[src/rtl/tinyalu_stim_gen_if.sv]
// Operand/op/handshake bundle between the stimulus generator (master) and the TinyALU (slave).
// Purely a wiring container; it holds no state.
interface tinyalu_stim_gen_if #(
  parameter int DATA_W = 8
);
  logic [DATA_W-1:0] A;
  logic [DATA_W-1:0] B;
  logic [2:0]        op;
  logic              start;
  logic              done;
  logic              alu_reset_n;

  modport master (
    output A,
    output B,
    output op,
    output start,
    output alu_reset_n,
    input  done
  );

  modport slave (
    input  A,
    input  B,
    input  op,
    input  start,
    input  alu_reset_n,
    output done
  );
endinterface

[src/rtl/tinyalu_stim_gen.sv]
// LFSR-driven TinyALU op generator: registers op/A/B in GEN, drives start from the next cycle,
// waits on done (aborting after TIMEOUT cycles) and runs a programmed number of operations.
module tinyalu_stim_gen #(
  parameter int DATA_W     = 8,
  parameter int LFSR_W     = 32,
  parameter int CNT_W      = 16,
  parameter int RST_CYCLES = 2,
  parameter int TIMEOUT    = 64
) (
  input  logic               clk,
  input  logic               reset_n,
  input  logic               cfg_go,
  input  logic [LFSR_W-1:0]  cfg_seed,
  input  logic [CNT_W-1:0]   cfg_num_ops,
  input  logic [1:0]         cfg_mode,
  input  logic [2:0]         cfg_op,
  tinyalu_stim_gen_if.master alu,
  output logic               busy,
  output logic               finished,
  output logic               timeout_err,
  output logic [CNT_W-1:0]   ops_issued
);

  typedef enum logic [2:0] {
    S_IDLE,
    S_GEN,
    S_ISSUE,
    S_NOOP,
    S_RST,
    S_GAP,
    S_FIN
  } state_t;

  localparam logic [2:0]        OP_NOOP     = 3'b000;
  localparam logic [2:0]        OP_RST      = 3'b111;
  localparam logic [LFSR_W-1:0] LP_TAPS     = LFSR_W'(32'h8020_0003);
  localparam int                LP_WAIT_MAX = (TIMEOUT > RST_CYCLES) ? TIMEOUT : RST_CYCLES;
  localparam int                LP_WAIT_W   = $clog2(LP_WAIT_MAX + 1);
  localparam logic [LP_WAIT_W-1:0] LP_TO_LAST  = LP_WAIT_W'(TIMEOUT - 1);
  localparam logic [LP_WAIT_W-1:0] LP_RST_LAST = LP_WAIT_W'(RST_CYCLES - 1);

  state_t               r_state, w_state_nxt;
  logic [LFSR_W-1:0]    r_lfsr, w_lfsr_nxt, w_lfsr_step;
  logic [CNT_W-1:0]     r_num_ops;
  logic [1:0]           r_mode;
  logic [2:0]           r_cfg_op;
  logic [DATA_W-1:0]    r_a, r_b, w_a_nxt, w_b_nxt, w_a_dec, w_b_dec;
  logic [2:0]           r_op, w_op_nxt, w_op_dec;
  logic                 r_start, r_alu_rst_n;
  logic                 r_busy, w_busy_nxt;
  logic                 r_finished, w_finished_nxt;
  logic                 r_timeout, w_timeout_nxt;
  logic [CNT_W-1:0]     r_count, w_count_nxt, w_count_inc;
  logic [LP_WAIT_W-1:0] r_wait, w_wait_nxt;
  logic                 w_load;

  function automatic logic [2:0] f_decode_op(input logic [2:0] code, input logic [1:0] mode,
                                             input logic [2:0] fixed);
    logic [2:0] c;
    logic [2:0] o;
    c = (mode == 2'b01) ? fixed : code;
    case (c)
      3'b001, 3'b010, 3'b011, 3'b100: o = c;
      3'b110, 3'b111:                 o = OP_RST;
      default:                        o = OP_NOOP;
    endcase
    if (mode == 2'b10 && o == OP_RST) o = OP_NOOP;
    return o;
  endfunction

  // Two of the four selector codes force a corner value, giving ~25% zeros and ~25% all-ones.
  function automatic logic [DATA_W-1:0] f_operand(input logic [1:0] sel, input logic [DATA_W-1:0] raw);
    logic [DATA_W-1:0] v;
    case (sel)
      2'b00:   v = '0;
      2'b11:   v = '1;
      default: v = raw;
    endcase
    return v;
  endfunction

  assign w_lfsr_step = r_lfsr[0] ? ((r_lfsr >> 1) ^ LP_TAPS) : (r_lfsr >> 1);
  assign w_op_dec    = f_decode_op(w_lfsr_step[2:0], r_mode, r_cfg_op);
  assign w_a_dec     = f_operand(w_lfsr_step[4:3], w_lfsr_step[8 +: DATA_W]);
  assign w_b_dec     = f_operand(w_lfsr_step[6:5], w_lfsr_step[8 + DATA_W +: DATA_W]);
  assign w_count_inc = (r_count == {CNT_W{1'b1}}) ? r_count : r_count + 1'b1;

  always_comb begin
    w_state_nxt    = r_state;
    w_lfsr_nxt     = r_lfsr;
    w_a_nxt        = r_a;
    w_b_nxt        = r_b;
    w_op_nxt       = r_op;
    w_busy_nxt     = r_busy;
    w_finished_nxt = 1'b0;
    w_timeout_nxt  = r_timeout;
    w_count_nxt    = r_count;
    w_wait_nxt     = r_wait;
    w_load         = 1'b0;
    case (r_state)
      S_IDLE: begin
        if (cfg_go) begin
          w_load        = 1'b1;
          w_lfsr_nxt    = (cfg_seed == '0) ? LFSR_W'(1) : cfg_seed;
          w_count_nxt   = '0;
          w_timeout_nxt = 1'b0;
          w_busy_nxt    = 1'b1;
          w_state_nxt   = S_GEN;
        end
      end
      S_GEN: begin
        w_wait_nxt = '0;
        if (r_count == r_num_ops) begin
          w_state_nxt = S_FIN;
        end else begin
          w_lfsr_nxt = w_lfsr_step;
          w_op_nxt   = w_op_dec;
          w_a_nxt    = w_a_dec;
          w_b_nxt    = w_b_dec;
          case (w_op_dec)
            OP_NOOP: w_state_nxt = S_NOOP;
            OP_RST:  w_state_nxt = S_RST;
            default: w_state_nxt = S_ISSUE;
          endcase
        end
      end
      S_ISSUE: begin
        if (alu.done) begin
          w_count_nxt = w_count_inc;
          w_state_nxt = S_GAP;
        end else if (r_wait == LP_TO_LAST) begin
          w_timeout_nxt = 1'b1;
          w_state_nxt   = S_FIN;
        end else begin
          w_wait_nxt = r_wait + 1'b1;
        end
      end
      S_NOOP: begin
        w_count_nxt = w_count_inc;
        w_state_nxt = S_GAP;
      end
      S_RST: begin
        if (r_wait == LP_RST_LAST) begin
          w_count_nxt = w_count_inc;
          w_state_nxt = S_GAP;
        end else begin
          w_wait_nxt = r_wait + 1'b1;
        end
      end
      S_GAP: w_state_nxt = S_GEN;
      S_FIN: begin
        w_finished_nxt = 1'b1;
        w_busy_nxt     = 1'b0;
        w_state_nxt    = S_IDLE;
      end
      default: w_state_nxt = S_IDLE;
    endcase
  end

  // start and alu_reset_n are decoded from the next state so they are glitch-free flops.
  always_ff @(posedge clk or negedge reset_n) begin
    if (!reset_n) begin
      r_state     <= S_IDLE;
      r_lfsr      <= LFSR_W'(1);
      r_num_ops   <= '0;
      r_mode      <= 2'b00;
      r_cfg_op    <= 3'b000;
      r_a         <= '0;
      r_b         <= '0;
      r_op        <= 3'b000;
      r_start     <= 1'b0;
      r_alu_rst_n <= 1'b1;
      r_busy      <= 1'b0;
      r_finished  <= 1'b0;
      r_timeout   <= 1'b0;
      r_count     <= '0;
      r_wait      <= '0;
    end else begin
      r_state     <= w_state_nxt;
      r_lfsr      <= w_lfsr_nxt;
      r_a         <= w_a_nxt;
      r_b         <= w_b_nxt;
      r_op        <= w_op_nxt;
      r_start     <= (w_state_nxt == S_ISSUE) || (w_state_nxt == S_NOOP);
      r_alu_rst_n <= (w_state_nxt != S_RST);
      r_busy      <= w_busy_nxt;
      r_finished  <= w_finished_nxt;
      r_timeout   <= w_timeout_nxt;
      r_count     <= w_count_nxt;
      r_wait      <= w_wait_nxt;
      if (w_load) begin
        r_num_ops <= cfg_num_ops;
        r_mode    <= cfg_mode;
        r_cfg_op  <= cfg_op;
      end
    end
  end

  assign alu.A           = r_a;
  assign alu.B           = r_b;
  assign alu.op          = r_op;
  assign alu.start       = r_start;
  assign alu.alu_reset_n = r_alu_rst_n;
  assign busy            = r_busy;
  assign finished        = r_finished;
  assign timeout_err     = r_timeout;
  assign ops_issued      = r_count;

endmodule

[src/flat_wrapper.sv]
// flat-port wrapper written by rule: the top's interface ports become plain ports
module tinyalu_stim_gen_flat 
#(
  parameter int DATA_W     = 8,
  parameter int LFSR_W     = 32,
  parameter int CNT_W      = 16,
  parameter int RST_CYCLES = 2,
  parameter int TIMEOUT    = 64
)
  (clk, reset_n, cfg_go, cfg_seed, cfg_num_ops, cfg_mode, cfg_op, busy, finished, timeout_err, ops_issued, alu_A, alu_B, alu_op, alu_start, alu_alu_reset_n, alu_done);
  tinyalu_stim_gen_if #(.DATA_W(DATA_W)) alu_i ();
  input  logic clk;
  input  logic reset_n;
  input  logic cfg_go;
  input  logic [LFSR_W-1:0] cfg_seed;
  input  logic [CNT_W-1:0] cfg_num_ops;
  input  logic [1:0] cfg_mode;
  input  logic [2:0] cfg_op;
  output logic busy;
  output logic finished;
  output logic timeout_err;
  output logic [CNT_W-1:0] ops_issued;
  output wire logic [$bits(alu_i.A)-1:0] alu_A;
  output wire logic [$bits(alu_i.B)-1:0] alu_B;
  output wire logic [$bits(alu_i.op)-1:0] alu_op;
  output wire logic [$bits(alu_i.start)-1:0] alu_start;
  output wire logic [$bits(alu_i.alu_reset_n)-1:0] alu_alu_reset_n;
  input wire logic [$bits(alu_i.done)-1:0] alu_done;
  assign alu_A = alu_i.A;
  assign alu_B = alu_i.B;
  assign alu_op = alu_i.op;
  assign alu_start = alu_i.start;
  assign alu_alu_reset_n = alu_i.alu_reset_n;
  assign alu_i.done = alu_done;
  tinyalu_stim_gen #(.DATA_W(DATA_W), .LFSR_W(LFSR_W), .CNT_W(CNT_W), .RST_CYCLES(RST_CYCLES), .TIMEOUT(TIMEOUT)) u_core (.clk(clk), .reset_n(reset_n), .cfg_go(cfg_go), .cfg_seed(cfg_seed), .cfg_num_ops(cfg_num_ops), .cfg_mode(cfg_mode), .cfg_op(cfg_op), .alu(alu_i), .busy(busy), .finished(finished), .timeout_err(timeout_err), .ops_issued(ops_issued));
endmodule
[config.mk]
export PLATFORM = sky130hd
export DESIGN_NAME = tinyalu_stim_gen_flat
export DESIGN_NICKNAME = d
export VERILOG_FILES = /design/src/rtl/tinyalu_stim_gen_if.sv /design/src/rtl/tinyalu_stim_gen.sv /design/src/flat_wrapper.sv
export SDC_FILE = /design/constraint.sdc
export NUM_CORES = 1
export LEC_CHECK = 0
export CORE_UTILIZATION = 39
export CTS_CLUSTER_DIAMETER = 200
export DETAILED_ROUTE_END_ITERATION = 8
export PLACE_DENSITY_LB_ADDON = 0.1
export RECOVER_POWER = 25
export SLEW_MARGIN = 20
export SYNTH_ARGS = -nofsm -noshare
export SYNTH_HDL_FRONTEND = slang
export SYNTH_SLANG_ARGS = --single-unit
[constraint.sdc]
create_clock -name clk -period 1.75 [get_ports clk]
set_input_delay 0.4375 -clock clk [delete_from_list [all_inputs] [get_ports clk]]
set_output_delay 0.4375 -clock clk [all_outputs]
set_load 0.01 [all_outputs]
==> run metrics, run 1 <==
synthesized area 5360 um^2; share of layout cells above drive strength 1 30.2%; drt first pass iters 7; Post-Synthesis Cells 588; H-Tree Depth 3; failing checks setup timing; core area 13,300 um^2; Synth Warn # 0; cell internal pwr 8.49 mW; Hold Path Class register to register; Total Routed Length 14,900 um; min cycle time layout 2.09 ns; Core Rows 42; Data arrival, critical path 2.33 ns; area grow syn2layout 52.6%; Synth cell types 55; Port-buffer cells 96; die width 119 um; Root Driver clkbuf_16; CTS Buf Count 9; Die Area 14,200 um^2; Async S/R FF share, synth 100%; DRC violations left 0; syn_area_per_cell 9.11 um^2; first-pass GRT wire length 24,000 um; worst reg2reg path depth 8; initial antenna violation count 0; Post-DRT Antenna Nets 0; Final Net Count 845; crit-path max FO 8; clk buf depth 2; Hold Crit Depth 2; Initial Util 40.3%; sw frac 38.8%; fin. max-slew vios 0; clock power share 15.5%; number of max-cap violations 0; RSZ-0062 raised after global routing true; Synth Flop Type dfrtp_1; worst setup margin -0.339 ns; Worst-Margin Slew 0.944 ns; switching power 5.39 mW; Peak Freq 479 MHz; gpl congestion 0.831; register bit total from synthesis 103; Setup CP Type register to register; Hold Vio Cnt, Final 0; Fillers 1,173; crit start category register; Die Ht 119 um; Worst Skew 0.00904 ns; clock latency on the worst-skew pair 0.36 ns; hpwl dp 10,200 um; Seq pwr share 29.7%; vias in the first global route 5,044; grt ovf 0; n_diodes 0; Vias/cell 5.19; CTS sink count 103; Top Ports 97; Req. time, crit path 1.99 ns; CTS tree yes; clk slew on worst S/H paths 0.07 ns; outcome finished with violations; Comb pwr share 54.8%; Peak VDD IR 1.27 mV; Via Count 5,000; PD cells 1700 nW/um^2; slew margin rel. 37.1%; # setup viols final 76; leak pwr 3.80 nW; routed len/inst 15.4 um; Setup crit end kind register; pre-CTS setup slack -0.650 ns; syn nets 650; Post-synth EDFFs 0; fin crit share 119%; Total Routing Usage GR 21.5%; setup TNS -18.66 ns; DRT iter0 DRCs 246; largest net degree at the start of global routing 51; register area share after synthesis 48.2%
## power groups by stage
stage | Combinational [mW] | Sequential [mW] | Clock (mW)
2_1_floorplan | 3.81 | 4.05 | 0
3_3_place_gp | 6.16 | 4.11 | 0
3_5_place_dp | 6.29 | 4.14 | 0
4_1_cts | 6.91 | 4.11 | 2.21
5_1_grt | 8.28 | 4.23 | 2.29
6_report | 7.60 | 4.12 | 2.16
## cell families after synthesis
| kind of cell | share of synthesized area (%) |
|---|---|
| AO/OA/AOI/OAI | 12.8 |
| XOR/XNOR | 3.43 |
| adder cells (fa/ha/maj) | 1.17 |
| buffers and inverters | 3.41 |
| flip-flops | 48.2 |
| multiplexers | 8.32 |
| AND/OR/NAND/NOR | 22.7 |
## state kept, by name (all words and copies together) (netlist names)
name,flops
u_core.r_mode,2
u_core.finished,1
u_core.alu.A,8
u_core.r_lfsr,32
u_core.r_cfg_op,3
u_core.alu.B,8
u_core.alu.alu_reset_n,1
u_core.busy,1
u_core.ops_issued,16
u_core.r_state,3
u_core.timeout_err,1
u_core.alu.start,1
u_core.alu.op,3
u_core.r_wait,7
u_core.r_num_ops,16
## area by class of cell
cell class	count	area [um^2]	area share (%)
sequential	103	2590	31.7
clock buffer	9	225	2.76
multi-input combinational	448	3020	36.9
inverter	6	22.5	0.276
timing repair buffer	215	2010	24.5
clock inverter	7	95.1	1.16
tap	176	220	2.69
## cells in the mapped netlist (all sizes together), types with 7 or more instances
cell | count | area share, %
dfrtp | 101 | 47
nand3 | 9 | 0.84
o21ai | 25 | 2.4
buf | 12 | 1.6
mux2 | 36 | 7.6
a21oi | 34 | 3.4
nor4 | 12 | 1.4
xor2 | 18 | 2.9
nor2 | 16 | 1.1
clkbuf | 20 | 1.4
a31oi | 16 | 1.9
nand2b | 7 | 0.82
nand2 | 189 | 13
o31ai | 9 | 1.3
## metrics by stage
stage               hold WS [ns]  std cells  utilization, %  total power, mW  area, um^2
finish                     0.503        964            61.5             13.9        8170
global route               0.524        964            61.5             14.8        8170
CTS                        0.492        958            59.4             13.2        7900
detailed placement         0.327        931            54.8             10.4        7280
global placement           0.324        931            54.8             10.3        7280
floorplan                  0.142        588               -             7.86        5400
## critical path, cell delays in order (launching register included)
cell	delay [ns]
dfrtp_1	0.39
xor2_1	0.17
nor4_2	0.36
buf_4	0.18
and4_4	0.23
o21ai_4	0.07
buf_12	0.15
buf_12	0.14
mux2_4	0.29
## repair_timing
item / in CTS / in global routing
gates resized for setup: 68 / 41
hold buffers: 1 / 0
endpoints found under the setup margin: 97 / 86
hold endpoints to repair: 12 / 0
cloned: 2 / 1
pin swaps: 26 / 7
setup buffers: 8 / 5
## cell usage in the layout (no fill, tap or decap), types with 7 or more instances in the layout
cell type	instances
a21oi_1	29
a31oi_4	10
buf_4	98
buf_6	11
clkbuf_16	10
clkdlybuf4s50_1	69
dfrtp_1	95
dlygate4sd2_1	19
dlymetal6s2s_1	7
mux2_2	34
nand2_1	186
nand2b_1	7
nand3_1	9
nor2_1	13
nor4_1	9
o21ai_0	17
o31ai_1	7
xor2_1	16
## path summary, 6_finish.rpt
check / from / end / slack [ns]
min reg2reg: u_core.r_num_ops[5] / u_core.r_num_ops[5] / 0.50
max reg2reg: u_core.r_num_ops[12] / u_core.r_lfsr[5] / -0.34
max: u_core.r_num_ops[12] / u_core.r_lfsr[5] / -0.34
min in group asynchronous: reset_n / u_core.r_num_ops[8] / 0.74
min: u_core.r_num_ops[5] / u_core.r_num_ops[5] / 0.50
max in group asynchronous: reset_n / u_core.ops_issued[1] / 0.08
## per-layer routing
layer	global-route usage (%)	share of wire (%)	vias to the layer above
met3	4.65	4.3	26
met1	25.6	42	2420
met4	7.91	2.0	0
li1	-	-	2432
met5	0	0	-
met2	37.8	51	122
No activity file was read; power rests on OpenSTA's default activity.
==> inputs of run 2 (changes only) <==
--- a/config.mk
+++ b/config.mk
@@ -8,9 +8,8 @@
 export CORE_UTILIZATION = 39
 export CTS_CLUSTER_DIAMETER = 200
 export DETAILED_ROUTE_END_ITERATION = 8
-export PLACE_DENSITY_LB_ADDON = 0.1
+export PLACE_DENSITY = 0.73
 export RECOVER_POWER = 25
-export SLEW_MARGIN = 20
 export SYNTH_ARGS = -nofsm -noshare
 export SYNTH_HDL_FRONTEND = slang
 export SYNTH_SLANG_ARGS = --single-unit
==> run metrics, run 2 (synthesis gave the netlist of run 1 again) <==
Comb pwr share 54.0% (was 54.8%); clk buf depth 2 (unchanged); cell internal pwr 8.43 mW (was 8.49 mW); Seq pwr share 30.3% (was 29.7%); Initial Util 40.3% (unchanged); worst reg2reg path depth 6 (was 8); CP max stage delay 0.44 ns (was 0.39 ns); most flop-heavy register u_core.r_lfsr (unchanged); CTS tree yes (unchanged); crit start category register (unchanged); share of layout cells above drive strength 1 31.3% (was 30.2%); RSZ-0062 raised after global routing true (unchanged); CTS sink count 103 (unchanged); crit-path max FO 7 (was 8); area of the multi-input gates 3050 um^2 (was 3020 um^2); grt ovf 0 (unchanged); # setup viols final 75 (was 76); leak pwr 3.76 nW (was 3.80 nW); DRC violations left 0 (unchanged); Final Net Count 836 (was 845); Worst Skew 0.0115 ns (was 0.00904 ns); slowest CP cell dfrtp_1 (unchanged); Hold Vio Cnt, Final 0 (unchanged); Setup crit end kind register (unchanged); first-pass GRT wire length 24,400 um (was 24,000 um); Post-DRT Antenna Nets 0 (unchanged); Die Ht 119 um (unchanged); min cycle time layout 2.06 ns (was 2.09 ns); vias in the first global route 5,104 (was 5,044); Hold Path Class primary input to asynchronous set/reset pin (was register to register); Cell Chain, Critical Path or3b_4 -> a21oi_4 -> buf_6 -> o221ai_4 -> or3_4 -> a21oi_2 (was xor2_1 -> nor4_2 -> buf_4 -> and4_4 -> o21ai_4 -> buf_12 -> buf_12 -> mux2_4); switching power 5.30 mW (was 5.39 mW); number of max-cap violations 1 (was 0); H-Tree Depth 3 (unchanged); Core Rows 42 (unchanged); r2r setup slk -0.31 ns (was -0.34 ns); Die Area 14,200 um^2 (unchanged); r2r startpoint u_core.r_state[0] (was u_core.r_num_ops[12]); fin. max-slew vios 24 (was 0); core area 13,300 um^2 (unchanged); sw frac 38.6% (was 38.8%); Worst-Margin Slew 1.50 ns (was 0.944 ns); most frequent cells in the layout nand2_1 (186), dfrtp_1 (95), buf_4 (90) (was nand2_1 (186), buf_4 (98), dfrtp_1 (95)); register area 2590 um^2 (unchanged); CTS Buf Count 9 (unchanged); clk slew on worst S/H paths 0.07 ns (about the same); Fillers 1,059 (was 1,173); slew margin rel. -0.121% (was 37.1%); Data arrival, critical path 2.34 ns (was 2.33 ns); clock power share 15.7% (was 15.5%); hpwl dp 10,500 um (was 10,200 um); Top Ports 97 (unchanged); n_diodes 0 (unchanged); DRT iter0 DRCs 321 (was 246); pre-CTS setup slack -0.673 ns (was -0.650 ns); clock latency on the worst-skew pair 0.35 ns (was 0.36 ns); setup TNS -15.52 ns (was -18.66 ns); worst setup margin -0.308 ns (was -0.339 ns); Peak Freq 486 MHz (was 479 MHz); # hold bufs at CTS 0 (was 1); CP Depth 6 (was 8); Total Routed Length 15,400 um (was 14,900 um); largest net degree at the start of global routing 47 (was 51); commonest non-fill, non-tap cell in the layout nand2_1 (unchanged); Top Family by Delay on Critical Path simple AND/OR/NAND/NOR gates (unchanged); Port-buffer cells 96 (unchanged); PD cells 1690 nW/um^2 (was 1700 nW/um^2); RR Endpoint u_core.ops_issued[9] (was u_core.r_lfsr[5]); Req. time, crit path 2.04 ns (was 1.99 ns); Vias/cell 5.29 (was 5.19); failing checks capacitance limit, slew limit, setup timing (was setup timing); max FFs per register 32 (unchanged); initial antenna violation count 0 (unchanged); outcome finished with violations (unchanged); fin crit share 118% (was 119%); gpl congestion 0.877 (was 0.831); area grow syn2layout 51.9% (was 52.6%); routed len/inst 16.1 um (was 15.4 um); Setup CP Type register to register (unchanged); Bufs and invs on worst path 1 (was 3); drt first pass iters 5 (was 7); die width 119 um (unchanged); Root Driver clkbuf_16 (unchanged); Via Count 5,055 (was 5,000); Total Routing Usage GR 21.8% (was 21.5%); Peak VDD IR 0.919 mV (was 1.27 mV)
run 2: cell count changes in the layout (fill, tap and decap cells not counted), moves of 4 or more:
cell,change
a21oi_1,-9
a21oi_2,+9
a31oi_4,-5
buf_4,-8
buf_6,+4
o21ai_0,-5
run 2: routing by layer:
layer,vias up,global-route usage [%],routed length [um]
met4,0,8.31,324
met1,2473,27.6,6610
met2,143,36.7,7780
met5,-,0,0
met3,28,4.07,645
li1,2411,-,-
run 2: worst max-delay path by stage:
stage	slack, ns	startpoint	endpoint
6_report	-0.31	u_core.r_state[0]	u_core.ops_issued[9]
5_1_grt	-0.37	u_core.r_state[0]	u_core.ops_issued[9]
4_1_cts	-0.25	u_core.ops_issued[8]	u_core.r_lfsr[5]
3_5_place_dp	-0.67	cfg_go	u_core.ops_issued[2]
3_3_place_gp	-0.62	cfg_go	u_core.ops_issued[5]
2_1_floorplan	-0.12	u_core.r_state[1]	u_core.ops_issued[5]
run 2: cell type report:
class,instances,area share [%]
inverters,6,0.277
well taps,176,2.71
multi-input cells,447,37.5
clock inverters,5,1.00
clock buffers,11,2.98
flip-flops and latches,103,31.8
repair buffers,207,23.7
run 2: what timing repair did:
item / CTS / global route
setup endpoints to repair: 96 / 85
cloned: 1 / 0
gates resized for setup: 58 / 73
pin swaps: 10 / 26
buffers inserted: 6 / 7
run 2: power groups by stage:
stage	logic [mW]	registers (mW)	clock network (mW)
floorplan	3.81	4.05	0
global placement	6.06	4.10	0
detailed placement	6.25	4.17	0
CTS	6.70	4.13	2.19
global route	8.06	4.25	2.29
finish	7.41	4.16	2.16
run 2: per-stage QoR:
| step | util [%] | hold slack [ns] | cell area [um^2] | power [mW] | instances |
|---|---|---|---|---|---|
| CTS | 58.6 | 0.0113 | 7790 | 13.0 | 949 |
| global route | 61.2 | 0.532 | 8130 | 14.6 | 955 |
| floorplan | - | 0.142 | 5400 | 7.86 | 588 |
| detailed placement | 54.4 | 0.376 | 7230 | 10.4 | 926 |
| global placement | 54.4 | 0.368 | 7230 | 10.2 | 926 |
| finish | 61.2 | 0.441 | 8130 | 13.7 | 955 |
==> inputs of run 3 (changes only) <==
--- a/config.mk
+++ b/config.mk
@@ -5,6 +5,7 @@
 export SDC_FILE = /design/constraint.sdc
 export NUM_CORES = 1
 export LEC_CHECK = 0
+export CAP_MARGIN = 20
 export CORE_UTILIZATION = 39
 export CTS_CLUSTER_DIAMETER = 200
 export DETAILED_ROUTE_END_ITERATION = 8
==> results of run 3 <==
Final layout, timing and power as in run 2 (identical DEF).
